### src/rtl/normal_matrix_memory.sv
// XF normal matrix store: 32 rows x 3 lanes x 32-bit floats, cleared by a sweep after reset,
// written per word from the register-load path and read per row with a two-cycle latency.
module normal_matrix_memory (
    input  logic        clk,
    input  logic        resetn,
    input  logic [4:0]  nommatAddr,
    input  logic        nommatEnable,
    output logic [95:0] nommatData,
    output logic        nommatValid,
    input  logic [6:0]  wrAddr,
    input  logic [31:0] wrData,
    input  logic        wrEnable,
    output logic        wrAck,
    output logic        wrError,
    output logic        initDone
);

    localparam logic [0:0] ST_INIT = 1'b0;
    localparam logic [0:0] ST_RUN  = 1'b1;

    logic [0:0]  state_r;
    logic [4:0]  clr_cnt_r;

    logic [31:0] lane0_r [0:31];
    logic [31:0] lane1_r [0:31];
    logic [31:0] lane2_r [0:31];

    logic [4:0]  wr_row_s;
    logic [1:0]  wr_lane_s;
    logic        wr_ok_s;
    logic [2:0]  lane_we_s;
    logic [4:0]  lane_row_s;
    logic [31:0] lane_wd_s;

    logic [95:0] s1_data_r;
    logic        s1_valid_r;
    logic [95:0] s2_data_r;
    logic        s2_valid_r;

    // Word decode and lane write-enable selection; the clear sweep owns the array during INIT.
    always_comb begin
        wr_row_s   = 5'(wrAddr / 7'd3);
        wr_lane_s  = 2'(wrAddr % 7'd3);
        wr_ok_s    = resetn && wrEnable && (state_r == ST_RUN) && (wrAddr <= 7'd95);
        lane_we_s  = 3'b000;
        lane_row_s = 5'd0;
        lane_wd_s  = 32'd0;
        if (state_r == ST_INIT) begin
            lane_row_s = clr_cnt_r;
            lane_wd_s  = 32'd0;
            lane_we_s  = {3{resetn}};
        end else begin
            lane_row_s = wr_row_s;
            lane_wd_s  = wrData;
            case (wr_lane_s)
                2'd0:    lane_we_s = {2'b00, wr_ok_s};
                2'd1:    lane_we_s = {1'b0, wr_ok_s, 1'b0};
                2'd2:    lane_we_s = {wr_ok_s, 2'b00};
                default: lane_we_s = 3'b000;
            endcase
        end
    end

    // Array storage: one write port per lane, no reset (the sweep clears it).
    always_ff @(posedge clk) begin
        if (lane_we_s[0]) lane0_r[lane_row_s] <= lane_wd_s;
        if (lane_we_s[1]) lane1_r[lane_row_s] <= lane_wd_s;
        if (lane_we_s[2]) lane2_r[lane_row_s] <= lane_wd_s;
    end

    // Clear-sweep sequencer and initDone flag.
    always_ff @(posedge clk) begin
        if (!resetn) begin
            state_r   <= ST_INIT;
            clr_cnt_r <= 5'd0;
            initDone  <= 1'b0;
        end else begin
            case (state_r)
                ST_INIT: begin
                    clr_cnt_r <= clr_cnt_r + 5'd1;
                    if (clr_cnt_r == 5'd31) begin
                        state_r  <= ST_RUN;
                        initDone <= 1'b1;
                    end else begin
                        state_r  <= ST_INIT;
                        initDone <= 1'b0;
                    end
                end
                ST_RUN: begin
                    state_r  <= ST_RUN;
                    initDone <= 1'b1;
                end
                default: begin
                    state_r   <= ST_INIT;
                    clr_cnt_r <= 5'd0;
                    initDone  <= 1'b0;
                end
            endcase
        end
    end

    // Write response pulses, exactly one per write strobe.
    always_ff @(posedge clk) begin
        if (!resetn) begin
            wrAck   <= 1'b0;
            wrError <= 1'b0;
        end else begin
            wrAck   <= wr_ok_s;
            wrError <= wrEnable && !wr_ok_s;
        end
    end

    // Read pipeline: the row is captured at the request edge, so a same-edge write is not seen.
    always_ff @(posedge clk) begin
        s1_data_r <= {lane0_r[nommatAddr], lane1_r[nommatAddr], lane2_r[nommatAddr]};
        s2_data_r <= s1_data_r;
        if (!resetn) begin
            s1_valid_r  <= 1'b0;
            s2_valid_r  <= 1'b0;
            nommatValid <= 1'b0;
            nommatData  <= 96'd0;
        end else begin
            s1_valid_r  <= nommatEnable;
            s2_valid_r  <= s1_valid_r;
            nommatValid <= s2_valid_r;
            if (s2_valid_r) nommatData <= s2_data_r;
            else            nommatData <= nommatData;
        end
    end

endmodule

### config.mk
export PLATFORM = sky130hd
export DESIGN_NAME = normal_matrix_memory
export DESIGN_NICKNAME = d
export VERILOG_FILES = /design/src/rtl/normal_matrix_memory.sv
export SDC_FILE = /design/constraint.sdc
export NUM_CORES = 2
export LEC_CHECK = 0
export BUFFER_PORTS_ARGS = -buffer_cell sky130_fd_sc_hd__clkbuf_2
export CAP_MARGIN = 10
export CORE_UTILIZATION = 39
export DETAILED_ROUTE_END_ITERATION = 7
export SLEW_MARGIN = 20
export SYNTH_ARGS = -nofsm -noshare
export SYNTH_HDL_FRONTEND = slang
export SYNTH_SLANG_ARGS = --single-unit
### constraint.sdc
create_clock -name clk -period 6.45 [get_ports clk]
set_input_delay 0.9675 -clock clk [delete_from_list [all_inputs] [get_ports clk]]
set_output_delay 0.9675 -clock clk [all_outputs]
set_load 0.01 [all_outputs]
==> reports/results.txt <==
Max-cap violations in this run came to 0. For the timing-limited maximum frequency, the log shows 0.210 GHz. The setup TNS was 0 ps. After synthesis, the largest area contributor takes up 73.6% of total cell area.

On the final layout, the worst clock skew is 93.0 ps. Across the VDD grid, the largest voltage drop is 0.224 mV. The sort of element at the end of the critical path was a register. Among all flip-flop cells after synthesis, the most frequent one is sky130_fd_sc_hd__edfxtp_1.

The run finished with clean final reports. Cells with a size suffix above 1 make up 34.9% of the layout. The count of final setup violators was 0. TritonCTS built the clock tree. After clock tree synthesis, the flow added hold-fix buffers numbering 0.

Counting flops with an async set or reset pin after synthesis yields a share of 0%. Sequential cell area fraction in the yosys report: 78.4%. The largest net degree at the start of global routing was 89. The initial standard-cell utilization of the core is 39.3%, and the count of buffers added by post-CTS timing repair for setup is 0. The height of the chip was 569 um; the switching power as a share of total power was 20.6%. The region available for standard cell placement spans 319000 um2.

CTS saw 3371 sinks. Using the TritonRoute via totals, the vias-per-cell ratio works out to 5.61. The wire length after detailed routing is 327000 um. The number of buffers inserted by port buffering came out at 147. No sink is reached through more buffers than the 4 on the longest clock path.

The met3 wire length is 26300 um. The average cell area after synthesis came out at 24.2 um2. Setup repair after global routing left no endpoint under its margin.

The worst hold path depth came out at 2. The element type at the critical path start is an input pin. Summed over all layers, the global routing overflow is 0. Internal power summed over all cells: 36100 uW. Summing all non-filler instances in the final layout gives an area of 145000 um2.

The worst slew margin relative to its limit was 24.7%; the placed wire-length estimate was 196000 um. Most used standard cell by instance count after synthesis: sky130_fd_sc_hd__edfxtp_1. The commonest cells after synthesis are 3072 x sky130_fd_sc_hd__edfxtp_1, 960 x sky130_fd_sc_hd__mux4_2, 299 x sky130_fd_sc_hd__dfxtp_1, 184 x sky130_fd_sc_hd__clkbuf_1, 111 x sky130_fd_sc_hd__nor2_1. The switching power summed over all nets was 9360 uW; the die outline area was 324000 um2. The synthesized netlist contains 55 unique library cells. Along the worst path, the maximum fanout reaches 32. For the pin with the worst max-slew slack, the measured transition is 1130 ps.

Counting flops and latches in the post-synthesis netlist gives 3371. The number of iterations in the first detailed-routing pass is 6. The clock period could shrink to 4760 ps. The clock network accounts for 44.3% of the total power.

After the last flow step, the layout net total stands at 5637. The count of cells resized by post-cts repair is 0. The logs give 0 for the final hold violation count and 5239 for the number of nets in the synthesized netlist.

The standard cell area after detailed placement is 133000 um2. After the first detailed-routing iteration, the DRC count stood at 7684. The biggest area consumer among synthesized cells is sky130_fd_sc_hd__edfxtp_1.

The synthesized netlist occupies a cell area of 125000 um2. CTS built an H-tree with a depth of 5. For this block, wires on met1 add up to 131000 um. In the global route stage, overall resource usage came out at 20.1%. The global-route wire length before repair is 456000 um. The run gives 920 ps as the clock latency reported for the late side of the worst-skew pair.

Summed over all cells, the static leakage comes to 0.0475 uW. For the worst setup path, the data required time is 6900 ps. The clock root buffer is sky130_fd_sc_hd__clkbuf_16. After detailed routing, the number of remaining DRC violations is 0. The max-slew violation count is 0, and the number of enable flip-flop cells after synthesis is 3072.

Ranked by total cell area, the synthesized netlist is headed by sky130_fd_sc_hd__edfxtp_1 74%, sky130_fd_sc_hd__mux4_2 17%, sky130_fd_sc_hd__dfxtp_1 4.8%, sky130_fd_sc_hd__mux2_2 0.87%, sky130_fd_sc_hd__mux2i_1 0.79%. For the worst flop-to-flop path, the logic depth is 7. Average wire length per cell after detail routing: 32.2 um.

For the post-route antenna net violation count, the log shows 0. In this run the count of I/O pins placed on the die edge is 148. The number of antenna violations at the first check in global routing is 45, and the total length of routed met2 wires is 163000 um.

The floorplan has 207 rows. The filler cells instantiated in the layout total 26100. Per report_power, the combinational group accounts for 3.3% of the total. For the total power of the final layout, the log shows 45500 uW. The congestion estimate from routability-driven global placement came to 0.839. The tightest min-delay check is of the input pin to register type. Clock-pin slew was measured on the worst setup and hold paths at 60 ps. Start-to-end type of the worst setup path: input pin to register.

The post-route clock period utilization works out to 73.8%. The tools report the data arrival at the endpoint of the critical path as 5200 ps. The share of the core filled with cells in the final layout was 45.4%; the CTS buffer count was 345. Signed area change from the synthesized netlist to the final layout: 15.6%. The power share of the sequential group was 52.4%. In this run the top signal layer used is met4. The number of warnings printed during yosys synthesis was 0; the number of global-route vias before repair was 56900. The number of instances in the placed design came out at 9505.

Synthesis produced 5187 cells. The detailed-route via count is 57000, and the number of cells in the finished layout apart from fillers is 10200. The horizontal extent of the die was 569 um; the power density normalized to cell area was 314 nW/um2.
## power groups by stage
stage / Sequential, uW / Clock (uW) / Combinational (uW)
after floorplan: 24300 / 0 / 956
after global placement: 24300 / 0 / 1520
after detailed placement: 24300 / 0 / 1520
after CTS: 23800 / 20500 / 1520
after global routing: 23800 / 21300 / 1580
final: 23800 / 20200 / 1500
## stage by stage
stage | setup slack [ps] | hold WS [ps]
6_report | 1690 | 300
5_1_grt | 1440 | 283
4_1_cts | 1700 | 243
3_5_place_dp | 820 | 312
3_3_place_gp | 714 | 310
2_1_floorplan | 1440 | 310
## sequential cells by signal, indices dropped and copies added, names as in the netlist
| signal | count |
|---|---|
| s1_data_r | 96 |
| nommatValid | 1 |
| s2_valid_r | 1 |
| lane0_r | 1024 |
| nommatData | 96 |
| s1_valid_r | 1 |
| state_r | 1 |
| s2_data_r | 96 |
| lane2_r | 1024 |
| clr_cnt_r | 5 |
| wrError | 1 |
| wrAck | 1 |
| lane1_r | 1024 |
## per-layer routing
layer  global-route usage, %  up-vias
li1                        -    22900
met1                    27.9    31300
met2                    33.2     2434
met3                    3.45      356
met4                    4.65        0
met5                       0        -
## worst max-delay path, cell delays in order
cell	delay, ps
sky130_fd_sc_hd__clkbuf_2	310
sky130_fd_sc_hd__and3b_1	340
sky130_fd_sc_hd__or2_2	300
sky130_fd_sc_hd__a32o_1	230
sky130_fd_sc_hd__a211oi_1	410
sky130_fd_sc_hd__inv_1	130
sky130_fd_sc_hd__ha_1	330
sky130_fd_sc_hd__nand2b_1	150
sky130_fd_sc_hd__a21oi_1	510
sky130_fd_sc_hd__o21ai_2	460
sky130_fd_sc_hd__nor2_4	990
## cell usage in the layout (no fill, tap or decap), drive strengths merged, types with 3 or more instances in the layout
cell,synthesis,routed
diode,0,9
nand3,6,6
mux2,98,98
nor2,111,111
a32oi,3,3
clkbuf,184,593
dfxtp,299,299
clkinv,0,119
and3,4,4
and2,41,41
nor3b,3,3
mux2i,99,99
ha,4,4
nor2b,107,107
and3b,3,3
a21oi,10,10
xnor2,3,3
nand3b,5,5
bufinv,0,37
nand2b,9,9
clkinvlp,0,9
nand2,12,12
mux4,960,960
xor2,3,3
o21ai,21,21
a22oi,4,4
o31ai,4,4
nor3,3,3
a211oi,4,4
o21a,3,3
edfxtp,3072,3072
buf,88,181
inv,3,19
## cells by family (layout without fill, tap and decap cells)
family	Yosys count	count (layout)	share of synthesized area (%)
other	0	9	0
flip-flops	3371	3371	78.4
buffers and inverters	275	958	0.895
AO/OA/AOI/OAI	64	64	0.397
adder cells (fa/ha/maj)	4	4	0.0399
XOR/XNOR	6	6	0.0419
AND/OR/NAND/NOR	310	310	1.32
multiplexers	1157	1157	18.9
## final timing paths
check        slack (ps)          from         endpoint
max                1690     wrAddr[6]  lane1_r[27][23]
min                 300  nommatEnable       s1_valid_r
max reg2reg        2190       state_r  lane1_r[27][23]
min reg2reg         310  s1_data_r[3]     s2_data_r[3]
## area by class of cell
cell class	instances	area, um2	share of cell area [%]
diodes	9	22.5	0.0155
flip-flops and latches	3371	98200	67.8
clock inverters	181	2040	1.41
inverters	3	11.3	0.00777
repair buffers	323	3020	2.09
well taps	4284	5360	3.70
multi-input cells	1541	26800	18.5
clock buffers	451	9350	6.46
Note: power is estimated with default switching activity, not from simulation.
